**src/rtl/vga_text_console_master_if.sv**
```systemverilog
// Character-stream input, Avalon-MM VRAM write bus and cursor status of the text console master.
// No logic or latency of its own; wires only.
// Backpressure: CHAR_READY toward the source, AVM_WAITREQUEST from the VRAM slave.
interface vga_text_console_master_if;
  logic        CHAR_VALID;
  logic        CHAR_READY;
  logic [7:0]  CHAR_DATA;
  logic [7:0]  CHAR_COLOR;
  logic [11:0] AVM_ADDR;
  logic        AVM_CS;
  logic        AVM_WRITE;
  logic        AVM_READ;
  logic [3:0]  AVM_BYTE_EN;
  logic [31:0] AVM_WRITEDATA;
  logic        AVM_WAITREQUEST;
  logic [6:0]  CURSOR_X;
  logic [4:0]  CURSOR_Y;
  logic        BUSY;

  // The console block itself: consumes characters, drives the Avalon bus.
  modport master (
    input  CHAR_VALID, CHAR_DATA, CHAR_COLOR, AVM_WAITREQUEST,
    output CHAR_READY, AVM_ADDR, AVM_CS, AVM_WRITE, AVM_READ, AVM_BYTE_EN,
           AVM_WRITEDATA, CURSOR_X, CURSOR_Y, BUSY
  );

  // The environment: character source plus VRAM slave.
  modport slave (
    output CHAR_VALID, CHAR_DATA, CHAR_COLOR, AVM_WAITREQUEST,
    input  CHAR_READY, AVM_ADDR, AVM_CS, AVM_WRITE, AVM_READ, AVM_BYTE_EN,
           AVM_WRITEDATA, CURSOR_X, CURSOR_Y, BUSY
  );
endinterface

```
**src/rtl/vga_text_console_master.sv**
```systemverilog
// Turns a CP437 byte stream into VRAM writes with a hardware cursor and LF/CR/BS/FF handling.
// Latency: printable char 2 cycles (accept, write); LF/CR/BS 1 cycle; FF clear 1 + COLS*ROWS/2 cycles.
// Backpressure: CHAR_READY only in IDLE; AVM_WAITREQUEST freezes WRITE/CLEAR with outputs held.
module vga_text_console_master #(
  parameter int          COLS      = 80,
  parameter int          ROWS      = 30,
  parameter logic [11:0] VRAM_BASE = 12'h000
) (
  input  logic                        CLK,
  input  logic                        RESET_N,
  vga_text_console_master_if.master   bus
);

  localparam logic [6:0]  X_LAST   = 7'(COLS - 1);
  localparam logic [4:0]  Y_LAST   = 5'(ROWS - 1);
  localparam logic [10:0] CLR_LAST = 11'(COLS * ROWS / 2 - 1);

  typedef enum logic [1:0] {
    IDLE  = 2'd0,
    WRITE = 2'd1,
    CLEAR = 2'd2
  } state_t;

  state_t      r_state;
  logic [6:0]  r_x;
  logic [4:0]  r_y;
  logic [10:0] r_addr;
  logic [3:0]  r_be;
  logic [31:0] r_wdata;
  logic        r_wr;
  logic [10:0] r_clr_cnt;

  logic        w_accept;
  logic        w_wait;
  logic [7:0]  w_code;
  logic [7:0]  w_color;
  logic [11:0] w_idx;
  logic [4:0]  w_y_next;

  assign w_accept = bus.CHAR_VALID && (r_state == IDLE);
  assign w_wait   = bus.AVM_WAITREQUEST;
  assign w_code   = bus.CHAR_DATA;
  assign w_color  = bus.CHAR_COLOR;

  // Linear cell index of the cursor; two cells share one 32-bit VRAM word.
  assign w_idx    = 12'(r_y) * 12'(COLS) + 12'(r_x);

  // Row advance wraps to the top: there is no scrolling.
  assign w_y_next = (r_y == Y_LAST) ? 5'd0 : r_y + 5'd1;

  // Control FSM: cursor, Avalon outputs and clear counter, all registered.
  always_ff @(posedge CLK or negedge RESET_N) begin
    if (!RESET_N) begin
      r_state   <= IDLE;
      r_x       <= 7'd0;
      r_y       <= 5'd0;
      r_addr    <= 11'd0;
      r_be      <= 4'b0000;
      r_wdata   <= 32'd0;
      r_wr      <= 1'b0;
      r_clr_cnt <= 11'd0;
    end else begin
      case (r_state)
        IDLE: begin
          if (w_accept) begin
            case (w_code)
              8'h0A: begin
                r_x <= 7'd0;
                r_y <= w_y_next;
              end
              8'h0D: begin
                r_x <= 7'd0;
              end
              8'h08: begin
                // Backspace crosses to the end of the previous row but stops at (0,0).
                if (r_x != 7'd0) begin
                  r_x <= r_x - 7'd1;
                end else if (r_y != 5'd0) begin
                  r_x <= X_LAST;
                  r_y <= r_y - 5'd1;
                end
              end
              8'h0C: begin
                // Form feed: home the cursor now, then blank the whole screen word by word.
                r_x       <= 7'd0;
                r_y       <= 5'd0;
                r_clr_cnt <= 11'd0;
                r_addr    <= VRAM_BASE[10:0];
                r_be      <= 4'b1111;
                r_wdata   <= {8'h20, w_color, 8'h20, w_color};
                r_wr      <= 1'b1;
                r_state   <= CLEAR;
              end
              default: begin
                // Data is replicated into both halves; byte enables pick the cell.
                r_addr  <= VRAM_BASE[10:0] + w_idx[11:1];
                r_be    <= w_idx[0] ? 4'b1100 : 4'b0011;
                r_wdata <= {w_code, w_color, w_code, w_color};
                r_wr    <= 1'b1;
                r_state <= WRITE;
              end
            endcase
          end
        end

        WRITE: begin
          if (!w_wait) begin
            r_wr    <= 1'b0;
            r_state <= IDLE;
            if (r_x == X_LAST) begin
              r_x <= 7'd0;
              r_y <= w_y_next;
            end else begin
              r_x <= r_x + 7'd1;
            end
          end
        end

        CLEAR: begin
          if (!w_wait) begin
            if (r_clr_cnt == CLR_LAST) begin
              r_wr    <= 1'b0;
              r_state <= IDLE;
            end else begin
              r_clr_cnt <= r_clr_cnt + 11'd1;
              r_addr    <= r_addr + 11'd1;
            end
          end
        end

        default: begin
          r_wr    <= 1'b0;
          r_state <= IDLE;
        end
      endcase
    end
  end

  assign bus.CHAR_READY    = (r_state == IDLE);
  assign bus.BUSY          = (r_state != IDLE);
  assign bus.AVM_CS        = r_wr;
  assign bus.AVM_WRITE     = r_wr;
  assign bus.AVM_READ      = 1'b0;
  // Bit 11 selects the palette registers, which this block never touches.
  assign bus.AVM_ADDR      = {1'b0, r_addr};
  assign bus.AVM_BYTE_EN   = r_be;
  assign bus.AVM_WRITEDATA = r_wdata;
  assign bus.CURSOR_X      = r_x;
  assign bus.CURSOR_Y      = r_y;

endmodule

```
**src/flat_wrapper.sv**
```systemverilog
// flat-port wrapper written by rule: the top's interface ports become plain ports
module vga_text_console_master_flat 
#(
  parameter int          COLS      = 80,
  parameter int          ROWS      = 30,
  parameter logic [11:0] VRAM_BASE = 12'h000
)
  (CLK, RESET_N, bus_CHAR_VALID, bus_CHAR_DATA, bus_CHAR_COLOR, bus_AVM_WAITREQUEST, bus_CHAR_READY, bus_AVM_ADDR, bus_AVM_CS, bus_AVM_WRITE, bus_AVM_READ, bus_AVM_BYTE_EN, bus_AVM_WRITEDATA, bus_CURSOR_X, bus_CURSOR_Y, bus_BUSY);
  vga_text_console_master_if bus_i ();
  input  logic CLK;
  input  logic RESET_N;
  input wire logic [$bits(bus_i.CHAR_VALID)-1:0] bus_CHAR_VALID;
  input wire logic [$bits(bus_i.CHAR_DATA)-1:0] bus_CHAR_DATA;
  input wire logic [$bits(bus_i.CHAR_COLOR)-1:0] bus_CHAR_COLOR;
  input wire logic [$bits(bus_i.AVM_WAITREQUEST)-1:0] bus_AVM_WAITREQUEST;
  output wire logic [$bits(bus_i.CHAR_READY)-1:0] bus_CHAR_READY;
  output wire logic [$bits(bus_i.AVM_ADDR)-1:0] bus_AVM_ADDR;
  output wire logic [$bits(bus_i.AVM_CS)-1:0] bus_AVM_CS;
  output wire logic [$bits(bus_i.AVM_WRITE)-1:0] bus_AVM_WRITE;
  output wire logic [$bits(bus_i.AVM_READ)-1:0] bus_AVM_READ;
  output wire logic [$bits(bus_i.AVM_BYTE_EN)-1:0] bus_AVM_BYTE_EN;
  output wire logic [$bits(bus_i.AVM_WRITEDATA)-1:0] bus_AVM_WRITEDATA;
  output wire logic [$bits(bus_i.CURSOR_X)-1:0] bus_CURSOR_X;
  output wire logic [$bits(bus_i.CURSOR_Y)-1:0] bus_CURSOR_Y;
  output wire logic [$bits(bus_i.BUSY)-1:0] bus_BUSY;
  assign bus_i.CHAR_VALID = bus_CHAR_VALID;
  assign bus_i.CHAR_DATA = bus_CHAR_DATA;
  assign bus_i.CHAR_COLOR = bus_CHAR_COLOR;
  assign bus_i.AVM_WAITREQUEST = bus_AVM_WAITREQUEST;
  assign bus_CHAR_READY = bus_i.CHAR_READY;
  assign bus_AVM_ADDR = bus_i.AVM_ADDR;
  assign bus_AVM_CS = bus_i.AVM_CS;
  assign bus_AVM_WRITE = bus_i.AVM_WRITE;
  assign bus_AVM_READ = bus_i.AVM_READ;
  assign bus_AVM_BYTE_EN = bus_i.AVM_BYTE_EN;
  assign bus_AVM_WRITEDATA = bus_i.AVM_WRITEDATA;
  assign bus_CURSOR_X = bus_i.CURSOR_X;
  assign bus_CURSOR_Y = bus_i.CURSOR_Y;
  assign bus_BUSY = bus_i.BUSY;
  vga_text_console_master #(.COLS(COLS), .ROWS(ROWS), .VRAM_BASE(VRAM_BASE)) u_core (.CLK(CLK), .RESET_N(RESET_N), .bus(bus_i));
endmodule
```
**config.mk**
```make
export PLATFORM = sky130hd
export DESIGN_NAME = vga_text_console_master_flat
export DESIGN_NICKNAME = d
export VERILOG_FILES = /design/src/rtl/vga_text_console_master_if.sv /design/src/rtl/vga_text_console_master.sv /design/src/flat_wrapper.sv
export SDC_FILE = /design/constraint.sdc
export NUM_CORES = 1
export LEC_CHECK = 0
export CAP_MARGIN = 30
export CORE_MARGIN = 2
export CORE_UTILIZATION = 56
export DETAILED_ROUTE_END_ITERATION = 8
export PLACE_DENSITY = 0.87
export SYNTH_ARGS = -nofsm -noshare
export SYNTH_HDL_FRONTEND = slang
export SYNTH_SLANG_ARGS = --single-unit
```
**constraint.sdc**
```tcl
create_clock -name CLK -period 3.2 [get_ports CLK]
set_input_delay 0.64 -clock CLK [delete_from_list [all_inputs] [get_ports CLK]]
set_output_delay 0.64 -clock CLK [all_outputs]
set_load 0.02 [all_outputs]
```
=== Yosys cells after proc, flatten, opt, wreduce, memory -nomap -nowiden ===
Index checks and enable logic that the tools add are counted.
Widths: inputs -> output; s select.

* Div/mod/pow operators: 0
* Shift operators: 0
* Magnitude comparators: 0
* Eq/ne operators: 22
* Add/sub/neg operators: 7
* Reduce and logical (&&, ||, !) cells: 15
* Bitwise gates (word level): 1
* Muxes and demuxes: 40
* Multiply operators: 1

{| class="wikitable"
|+ Operators with widths
! kind !! count
|-
| $mux 11 || 7
|-
| $pmux 11 s2 || 3
|-
| $pmux 32 s2 || 1
|-
| $mux 7 || 5
|-
| $eq 8x4->1 const B || 4
|-
| $mux 5 || 6
|-
| $pmux 7 s2 || 2
|-
| $add 11x1->11 const B || 2
|-
| $reduce_and 5->1 || 4
|-
| $pmux 5 s3 || 1
|-
| $add 12x7->12 || 1
|-
| $eq 11x11->1 const B || 1
|-
| $pmux 5 s2 || 1
|-
| $mul 5x3->8 const B || 1
|-
| $mux 2 || 4
|-
| $ne 2x1->1 const B || 4
|-
| $ne 2x2->1 const B || 4
|-
| $pmux 4 s2 || 1
|-
| $add 7x1->7 const B || 1
|-
| $eq 7x7->1 const B || 1
|-
| $reduce_and 7->1 || 1
|-
| $reduce_bool 7->1 || 1
|-
| $sub 7x1->7 const B || 1
|-
| $ne 3x2->1 const B || 2
|-
| other kinds (20) || 27
|}

* Memory bits (writable): 0
* Memories: 0
* Bits in read-only memories: 0
* Bits in registers: 73
* Latch bits: 0

=== Longest topological paths before layout ===
Gate-level depths: netlist (run 1).

* Depth in word-level cells: 6
* Gate-level depth with buffers: 9
* Depth with buffers taken out: 9

=== Worst setup path before layout (run 1) ===
OpenSTA, ideal clock, no wires.

* Kind: input port to flip-flop
* Start: in bus_CHAR_DATA[5]
* End: reg u_core.r_x[1] (netlist: u_core.bus.CURSOR_X[1])
* Data required time: 3.073 ns
* Setup slack: 0.667 ns
* Data arrival time: 2.405 ns
* Cell stages on the path: 6
* Library setup time: 0.127 ns
* Cells stage by stage: or4b_4 buf_6 or2_4 o32a_4 nor2_8 mux2_1

* Cells in the longest elaborated chain, start to end: 5
* Elaborated cells between the ends (all ways): 11

{| class="wikitable"
|+ RTL lines
! what !! RTL line !! text
|-
| start: declaration || flat_wrapper.sv:13 || <nowiki>input wire logic [$bits(bus_i.CHAR_DATA)-1:0] bus_CHAR_DATA;</nowiki>
|-
| $eq 8x4->1 || vga_text_console_master.sv:66 || <nowiki>case (w_code)</nowiki>
|-
| $reduce_or 3->1 (no line) || - ||
|-
| $pmux 7 s2 || vga_text_console_master.sv:66 ||
|-
| $mux 7 || vga_text_console_master.sv:65 || <nowiki>if (w_accept) begin</nowiki>
|-
| $pmux 7 s2 || vga_text_console_master.sv:63 || <nowiki>case (r_state)</nowiki>
|-
| end signal: assignment || vga_text_console_master.sv:77 || <nowiki>r_x <= r_x - 7'd1;</nowiki>
|-
| end signal: assignment || vga_text_console_master.sv:114 || <nowiki>r_x <= r_x + 7'd1;</nowiki>
|-
| end: declaration || vga_text_console_master.sv:25 || <nowiki>logic [6:0] r_x;</nowiki>
|}

Parallel ways exist; a longest one is shown, timed or not. The select of a mux whose other input is x is not followed.
A chain may end at the register's enable or synchronous reset.

=== Final worst setup path (run 1) ===
Same ends and word-level chain as after synthesis.

==> impl_metrics.py, run 1 <==
metrics = {
    "clock_tree": {
        "cts_sinks": 55,
        "cts_root_buf": "clkbuf_8",
        "cts_buffer_depth": 2,
        "cts_hold_buf": 0,
        "cts-buffers-inserted": 5,
        "postCtsSetupRepairBufs": 0,
        "insertion_delay_ns": 0.32,
        "htreeDepth": 2,
        "clk_pin_slew_ns": 0.10,
        "cts_resized": 0,
        "cts_tree": "done",
    },
    "placement": {
        "dpl.hpwl_um": 7420,
        "place.gp.congestion": 0.919,
        "place_ws_ns": 0.161,
        "numPortBuffers": 82,
    },
    "synth": {
        "syn_area_sq_mm": 0.00398,
        "syn_area_per_cell_sq_um": 8.89,
        "synthFlopType": "dfrtp_1",
        "yosysWarnings": 0,
        "synth-edff-count": 0,
        "synth_seq_cells": 55,
        "seq_area_frac_synth_pct": 34.5,
        "async_flop_share_pct": 100,
        "yosysUniqueCellTypes": 77,
        "netlist_instances": 448,
    },
    "floorplanning": {
        "core_sq_mm": 0.00683,
        "die_h_um": 88.3,
        "num_rows": 30,
        "start_util_pct": 58.3,
        "die_width_um": 88.3,
        "ioPinCount": 85,
        "dieArea_sq_mm": 0.00780,
    },
    "timing": {
        "finalSetupTns_ns": 0,
        "slew_headroom_pct": 45.1,
        "maxSlewViolCount": 0,
        "hold_viol": 0,
        "setup-violations-final": 0,
        "tightest_slew_ns": 0.823,
        "final.min_clock_period_ns": 2.71,
        "final.period_utilization_pct": 84.6,
        "skew_ns": 0.00622,
        "rsz0062_at_grt": "false",
        "fin_ws_ns": 0.493,
        "whs_ns": 0.296,
        "fmax_mhz": 369,
    },
    "hold_path": {
        "hp-class": "input port to async pin",
    },
    "setup_path": {
        "critPathLaunchType": "input port",
        "cp.required_ns": 3.41,
        "crit_fanout": 11,
        "cpPeakStageDelay_ns": 0.64,
        "worstSetupPathType": "input port to register",
        "cp_slowest_cell": "or4b_4",
        "crit_chain": "clkdlybuf4s50_1, or4b_4, or2_4, o32a_4, nor2_8, mux2_1",
        "rrSetupSlack_ns": 0.74,
        "cp-end-kind": "register",
        "cp.arrival_ns": 2.92,
    },
    "layout": {
        "utilization_pct": 71.3,
        "diodes": 0,
        "syn2layout_area_growth_pct": 22.2,
        "final_common_cell": "clkdlybuf4s50_1",
        "drive_above_1_share_pct": 10.3,
        "final_net_count": 546,
        "nFillCells": 538,
        "mostFrequentLayoutCells": "clkdlybuf4s50_1, dfrtp_1, nand2_1, o21ai_0, nor2_1",
    },
    "outcome": {
        "run_status": "finished clean",
    },
    "run": {
        "maxCapViolCount": 0,
    },
    "routing": {
        "wire_per_inst_um": 16.7,
        "drc_errors": 0,
        "vias": 3641,
        "dr.pass1.iters": 5,
        "antenna_left": 0,
        "drt_iter0_drc": 313,
        "totalWireLength_um": 10000,
        "via_per_inst": 6.05,
    },
    "power": {
        "leakage_uw": 0.00198,
        "p_per_area_mw_per_mm2": 648,
        "vdd_drop_max_mv": 0.389,
        "power.total_uw": 3150,
    },
    "global_routing": {
        "grt_pass1_vias": 3475,
        "grt-ovfl-total": 0,
        "antenna_found_initial": 0,
        "grt_first_pass_wirelength_um": 16700,
        "grt_max_degree": 56,
        "grt_use_total_pct": 26.9,
    },
}
[state kept, by name, summed over array words and instances, names as in the netlist]
register	cells
u_core.bus.AVM_BYTE_EN	2
u_core.bus.AVM_CS	1
u_core.bus.AVM_WRITEDATA	16
u_core.bus.CURSOR_X	7
u_core.bus.CURSOR_Y	5
u_core.r_addr	11
u_core.r_clr_cnt	11
u_core.r_state	2
[power by group]
part | switching [uW] | internal [uW] | leakage (uW)
logic | 802 | 756 | 0.00125
registers | 259 | 869 | 0.000673
clock network | 240 | 229 | 0.0000502
[stage by stage]
| stage | instance area [sq um] | std cells |
|---|---|---|
| global placement | 4760 | 595 |
| floorplan | 3990 | 449 |
| finish | 4870 | 602 |
| global route | 4870 | 602 |
| CTS | 4870 | 602 |
| detailed placement | 4760 | 595 |
[logic make-up (layout without fill, tap and decap cells)]
kind of cell               after synthesis  in the layout  synth area share [%]
buffers and inverters                   63            120                  8.42
other                                    1              2                0.0941
DFF                                     55             55                  34.5
muxes                                   16             16                  5.43
and+or+nand+nor                        159            159                  22.2
AOI/OAI and AO/OA                      127            127                  21.1
xor gates and xnor gates                 7              7                  1.54
adders and majority gates               20             20                  6.66
[path summary, 6_finish.rpt]
path	startpoint	end	cells after the start
setup / recovery	bus_CHAR_DATA[5]	u_core.bus.CURSOR_X[1]$_DFFE_PN0P_	6
hold / removal	RESET_N	u_core.r_clr_cnt[2]$_DFFE_PN0P_	2
setup reg to reg	u_core.bus.CURSOR_Y[3]$_DFFE_PN0P_	u_core.r_addr[8]$_DFFE_PN0P_	9
hold reg to reg	u_core.r_clr_cnt[10]$_DFFE_PN0P_	u_core.r_clr_cnt[10]$_DFFE_PN0P_	1
max in group asynchronous	RESET_N	u_core.r_clr_cnt[4]$_DFFE_PN0P_	2
min in group CLK	u_core.r_clr_cnt[10]$_DFFE_PN0P_	u_core.r_clr_cnt[10]$_DFFE_PN0P_	1
[layout make-up]
class | count | area (sq um) | share of cell area [%]
Clock buffer | 5 | 68.8 | 1.41
Clock inverter | 2 | 37.5 | 0.771
Inverter | 19 | 71.3 | 1.46
Multi-Input combinational cell | 331 | 2280 | 46.7
Sequential cell | 55 | 1380 | 28.3
Tap cell | 96 | 120 | 2.47
Timing Repair Buffer | 94 | 918 | 18.9
[synthesized netlist by cell type (11+ instances only)]
library cell | n | area [sq um]
buf_4 | 21 | 158
ha_1 | 18 | 225
nand2_1 | 35 | 131
clkbuf_1 | 16 | 60.1
o21ai_0 | 35 | 175
nor3_1 | 11 | 55.1
inv_1 | 19 | 71.3
a21oi_1 | 26 | 130
nor2_1 | 32 | 120
dfrtp_1 | 55 | 1380
nand3_1 | 14 | 70.1
[worst max-delay path, delay by kind of cell]
family | cells | cell delay [ns]
compound gates | 1 | 0.42
simple gates | 3 | 1.08
buf+inv | 1 | 0.43
mux | 1 | 0.33
[layer usage]
layer	GRT usage [%]	vias to the layer above	share of wire, %
met3	4.48	26	7.5
met4	8.40	0	2.3
li1	-	1722	-
met2	43.7	174	48
met5	0	-	0
met1	36.9	1719	42
Power figures use the tool's default switching activity.
==> run 2, diff against run 1 <==
CORE_UTILIZATION = 52   (was 56)
PLACE_DENSITY = 0.81   (was 0.87)
clock period = 2.64 ns   (was 3.2 ns; I/O delays follow)
==> impl_metrics.py, run 2 (synthesis results as in run 1) <==
metrics = {
    "clock_tree": {
        "cts_hold_buf": 0,
        "insertion_delay_ns": 0.31,
        "cts_resized": 0,
        "clk_pin_slew_ns": 0.11,
        "cts_tree": "done",
        "cts_buffer_depth": 2,
        "postCtsSetupRepairBufs": 0,
        "htreeDepth": 2,
        "cts_sinks": 55,
        "cts_root_buf": "clkbuf_8",
        "cts-buffers-inserted": 5,
    },
    "floorplanning": {
        "core_sq_mm": 0.00733,
        "die_h_um": 91.5,
        "start_util_pct": 54.3,
        "dieArea_sq_mm": 0.00838,
        "num_rows": 31,
        "ioPinCount": 85,
        "die_width_um": 91.5,
    },
    "routing": {
        "drc_errors": 0,
        "dr.pass1.iters": 5,
        "wire_per_inst_um": 16.6,
        "vias": 3801,
        "via_per_inst": 6.00,
        "antenna_left": 0,
        "totalWireLength_um": 10500,
        "drt_iter0_drc": 320,
    },
    "placement": {
        "place.gp.congestion": 0.940,
        "numPortBuffers": 82,
        "place_ws_ns": -0.201,
        "dpl.hpwl_um": 7930,
        "detailed_place.area_sq_mm": 0.00498,
        "placed_cells": 625,
    },
    "setup_path": {
        "critPathLaunchType": "input port",
        "cp.arrival_ns": 2.77,
        "cp-end-kind": "register",
        "cp.required_ns": 2.90,
        "reg2reg_from": "u_core.bus.CURSOR_Y[1]$_DFFE_PN0P_",
        "rrSetupSlack_ns": 0.23,
        "r2r-end": "u_core.r_addr[8]$_DFFE_PN0P_",
        "crit_path_start": "bus_CHAR_DATA[5]",
        "worstSetupPathType": "input port to register",
        "ff2ff_path_depth": 9,
        "crit_fanout": 9,
    },
    "power": {
        "p_int_uw": 2210,
        "power.total_uw": 3830,
        "switching_power_uw": 1620,
        "p_clk_share_pct": 12.9,
        "swShare_pct": 42.2,
        "p_per_area_mw_per_mm2": 756,
        "pwr-share-comb_pct": 52.5,
        "seqPwrFrac_pct": 34.5,
        "vdd_drop_max_mv": 0.287,
        "leakage_uw": 0.00210,
    },
    "timing": {
        "fmax_mhz": 397,
        "final.min_clock_period_ns": 2.52,
        "hold_viol": 0,
        "tightest_slew_ns": 0.658,
        "skew_ns": 0.00610,
        "maxSlewViolCount": 0,
        "fin_ws_ns": 0.124,
        "rsz0062_at_grt": "false",
        "setup-violations-final": 0,
        "final.period_utilization_pct": 95.3,
        "slew_headroom_pct": 56.1,
    },
    "layout": {
        "final_net_count": 573,
        "largest_reg_flops": 16,
        "fin_cells": 633,
        "final_common_cell": "clkdlybuf4s50_1",
        "mostFrequentLayoutCells": "clkdlybuf4s50_1, dfrtp_1, buf_4",
        "diodes": 0,
        "multi_input_area_sq_mm": 0.00228,
        "area.sequential_sq_mm": 0.00138,
        "nFillCells": 548,
        "drive_above_1_share_pct": 14.8,
        "syn2layout_area_growth_pct": 27.3,
        "utilization_pct": 69.2,
        "design_area_sq_mm": 0.00507,
    },
    "global_routing": {
        "grt_first_pass_wirelength_um": 17500,
        "grt_use_total_pct": 25.3,
        "grt_pass1_vias": 3549,
        "antenna_found_initial": 0,
        "grt-ovfl-total": 0,
        "grt_max_degree": 31,
    },
    "hold_path": {
        "hp-class": "input port to async pin",
    },
    "outcome": {
        "run_status": "finished clean",
    },
    "run": {
        "maxCapViolCount": 0,
    },
}
[run 2: how the worst max path moves through the flow]
stage / end / depth (start not counted)
6_report: u_core.bus.CURSOR_Y[4]$_DFFE_PN0P_ / 7
5_1_grt: u_core.bus.CURSOR_Y[1]$_DFFE_PN0P_ / 7
4_1_cts: u_core.bus.CURSOR_Y[4]$_DFFE_PN0P_ / 7
3_5_place_dp: u_core.bus.CURSOR_Y[4]$_DFFE_PN0P_ / 7
3_3_place_gp: u_core.bus.CURSOR_Y[4]$_DFFE_PN0P_ / 7
2_1_floorplan: u_core.bus.CURSOR_X[1]$_DFFE_PN0P_ / 6
[run 2: area by class of cell]
type,instances,area share [%]
clock buffer,6,1.43
clock inverter,2,0.321
inverter,19,1.41
multi-input combinational,331,44.9
sequential,55,27.1
tap,99,2.44
timing repair buffer,121,22.4
[run 2: per-layer routing]
| metal | vias to the layer above | GRT usage (%) | part of all wire (%) |
|---|---|---|---|
| met1 | 1809 | 33.2 | 42 |
| li1 | 1779 | - | - |
| met3 | 33 | 3.57 | 6.2 |
| met5 | - | 0 | 0 |
| met2 | 180 | 44.4 | 49 |
| met4 | 0 | 5.18 | 2.0 |
[run 2: power by group through the flow]
stage	registers, uW	logic, uW	clock network, uW
5_1_grt	1350	2160	526
3_3_place_gp	1320	1960	0
3_5_place_dp	1330	2000	0
4_1_cts	1310	2010	492
6_report	1320	2010	496
2_1_floorplan	1510	996	0
[run 2: worst max-delay path: stages]
cell,delay (ns)
clkdlybuf4s50_1,0.44
or4b_4,0.57
buf_4,0.19
or3_4,0.40
a2111oi_2,0.35
o221ai_1,0.17
nand3_1,0.11
[run 2: through the flow]
stage               setup TNS [ns]  hold WS, ns
finish                           0        0.226
global route                     0        0.279
CTS                              0        0.252
detailed placement           -1.83        0.473
global placement            -0.892        0.452
floorplan                        0        0.232
==> run 3, diff against run 2 <==
CORE_UTILIZATION = 56   (was 52)
PLACE_DENSITY = 0.95   (was 0.81)
clock period = 3.15 ns   (was 2.64 ns; I/O delays follow)
==> impl_metrics.py, run 3 (synthesis results as in run 1) <==
metrics = {
    "outcome": {
        "run_status": "finished clean",
    },
    "power": {
        "leakage_uw": 0.00199,
        "p_per_area_mw_per_mm2": 665,
        "vdd_drop_max_mv": 0.387,
    },
    "timing": {
        "fmax_mhz": 372,
        "setup-violations-final": 0,
        "slew_headroom_pct": 46.7,
        "tightest_slew_ns": 0.800,
        "final.period_utilization_pct": 85.3,
        "finalSetupTns_ns": 0,
        "rsz0062_at_grt": "false",
        "hold_viol": 0,
        "fin_ws_ns": 0.462,
        "skew_ns": 0.00457,
        "maxSlewViolCount": 0,
        "final.min_clock_period_ns": 2.69,
    },
    "setup_path": {
        "crit_chain": "clkdlybuf4s50_1, or4b_4, or2_4, o32ai_2, nand2_1, o31ai_1",
        "crit_fanout": 11,
        "cp_slowest_cell": "or4b_4",
        "crit_buf_inv": 1,
        "cp-end-kind": "register",
        "cp.required_ns": 3.37,
        "cpPeakStageDelay_ns": 0.63,
        "rrSetupSlack_ns": 0.61,
        "path_delay_family": "simple AND/OR/NAND/NOR gates",
        "critPathLaunchType": "input port",
        "cp.arrival_ns": 2.91,
        "worstSetupPathType": "input port to register",
    },
    "layout": {
        "mostFrequentLayoutCells": "clkdlybuf4s50_1, dfrtp_1, nand2_1, o21ai_0, nor2_1",
        "drive_above_1_share_pct": 10.6,
        "fin_cells": 604,
        "area.sequential_sq_mm": 0.00138,
        "multi_input_area_sq_mm": 0.00228,
        "largest_reg_flops": 16,
        "nFillCells": 493,
        "syn2layout_area_growth_pct": 22.3,
        "final_common_cell": "clkdlybuf4s50_1",
        "diodes": 0,
        "final_net_count": 547,
    },
    "placement": {
        "numPortBuffers": 82,
        "dpl.hpwl_um": 7850,
        "placed_cells": 596,
        "place_ws_ns": 0.150,
        "place.gp.congestion": 0.947,
    },
    "hold_path": {
        "hp-class": "input port to async pin",
    },
    "clock_tree": {
        "cts_buffer_depth": 2,
        "clk_pin_slew_ns": 0.11,
        "insertion_delay_ns": 0.32,
        "cts_root_buf": "clkbuf_8",
        "cts_hold_buf": 0,
        "cts_tree": "done",
        "cts_resized": 0,
        "postCtsSetupRepairBufs": 0,
        "cts_sinks": 55,
        "cts-buffers-inserted": 5,
        "htreeDepth": 2,
    },
    "global_routing": {
        "grt-ovfl-total": 0,
        "grt_first_pass_wirelength_um": 17600,
        "grt_max_degree": 36,
        "grt_pass1_vias": 3598,
        "grt_use_total_pct": 28.3,
        "antenna_found_initial": 0,
    },
    "floorplanning": {
        "start_util_pct": 58.3,
        "ioPinCount": 85,
        "dieArea_sq_mm": 0.00780,
        "die_width_um": 88.3,
        "core_sq_mm": 0.00683,
        "num_rows": 30,
        "die_h_um": 88.3,
    },
    "routing": {
        "antenna_left": 0,
        "drt_iter0_drc": 421,
        "drc_errors": 0,
        "totalWireLength_um": 10700,
        "wire_per_inst_um": 17.7,
        "via_per_inst": 6.30,
        "dr.pass1.iters": 5,
        "vias": 3806,
    },
    "run": {
        "maxCapViolCount": 0,
    },
}
==> run 3: cell count changes in the layout (fill, tap and decap cells not counted) <==
| cell | before | now |
|---|---|---|
| clkbuf_1 | 1 | 0 |
| clkinvlp_4 | 1 | 0 |
| bufinv_16 | 0 | 1 |
| buf_12 | 2 | 0 |
| buf_4 | 37 | 13 |
| clkinv_4 | 0 | 1 |
==> run 3: per-layer routing <==
metal  routed length [um]  GRT usage (%)
met4                  159           8.40
met2                 5380           47.6
met5                    0              0
met3                  846           4.29
met1                 4310           38.0
==> run 3: power breakdown <==
part	internal (uW)	leakage [uW]	switching, uW
logic	768	0.00125	824
clock network	242	0.0000587	259
registers	882	0.000673	267
total	1890	0.00199	1350
==> run 3: area by class of cell <==
| class | instances | area share [%] |
|---|---|---|
| timing repair buffer | 95 | 18.7 |
| tap | 96 | 2.46 |
| clock inverter | 3 | 0.976 |
| inverter | 19 | 1.46 |
| sequential | 55 | 28.2 |
| clock buffer | 5 | 1.41 |
| multi-input combinational | 331 | 46.7 |
==> run 3: path summary, 6_finish.rpt <==
kind	start	end	cells after the start
max in group asynchronous	RESET_N	u_core.r_addr[0]$_DFFE_PN0P_	2
hold reg to reg	u_core.r_clr_cnt[10]$_DFFE_PN0P_	u_core.r_clr_cnt[10]$_DFFE_PN0P_	1
setup reg to reg	u_core.bus.CURSOR_Y[3]$_DFFE_PN0P_	u_core.r_addr[8]$_DFFE_PN0P_	9
min in group CLK	u_core.r_clr_cnt[10]$_DFFE_PN0P_	u_core.r_clr_cnt[10]$_DFFE_PN0P_	1
hold / removal	RESET_N	u_core.r_clr_cnt[2]$_DFFE_PN0P_	1
setup / recovery	bus_CHAR_DATA[5]	u_core.bus.CURSOR_X[0]$_DFFE_PN0P_	6
==> run 3: stage by stage <==
stage	utilization, %	hold slack, ns	total power [uW]	area (sq um)
finish	71.3	0.379	3240	4870
global placement	69.6	0.451	2660	4760
floorplan	-	0.334	2100	3990
CTS	71.3	0.406	3230	4870
global route	71.3	0.443	3420	4870
detailed placement	69.6	0.468	2730	4760
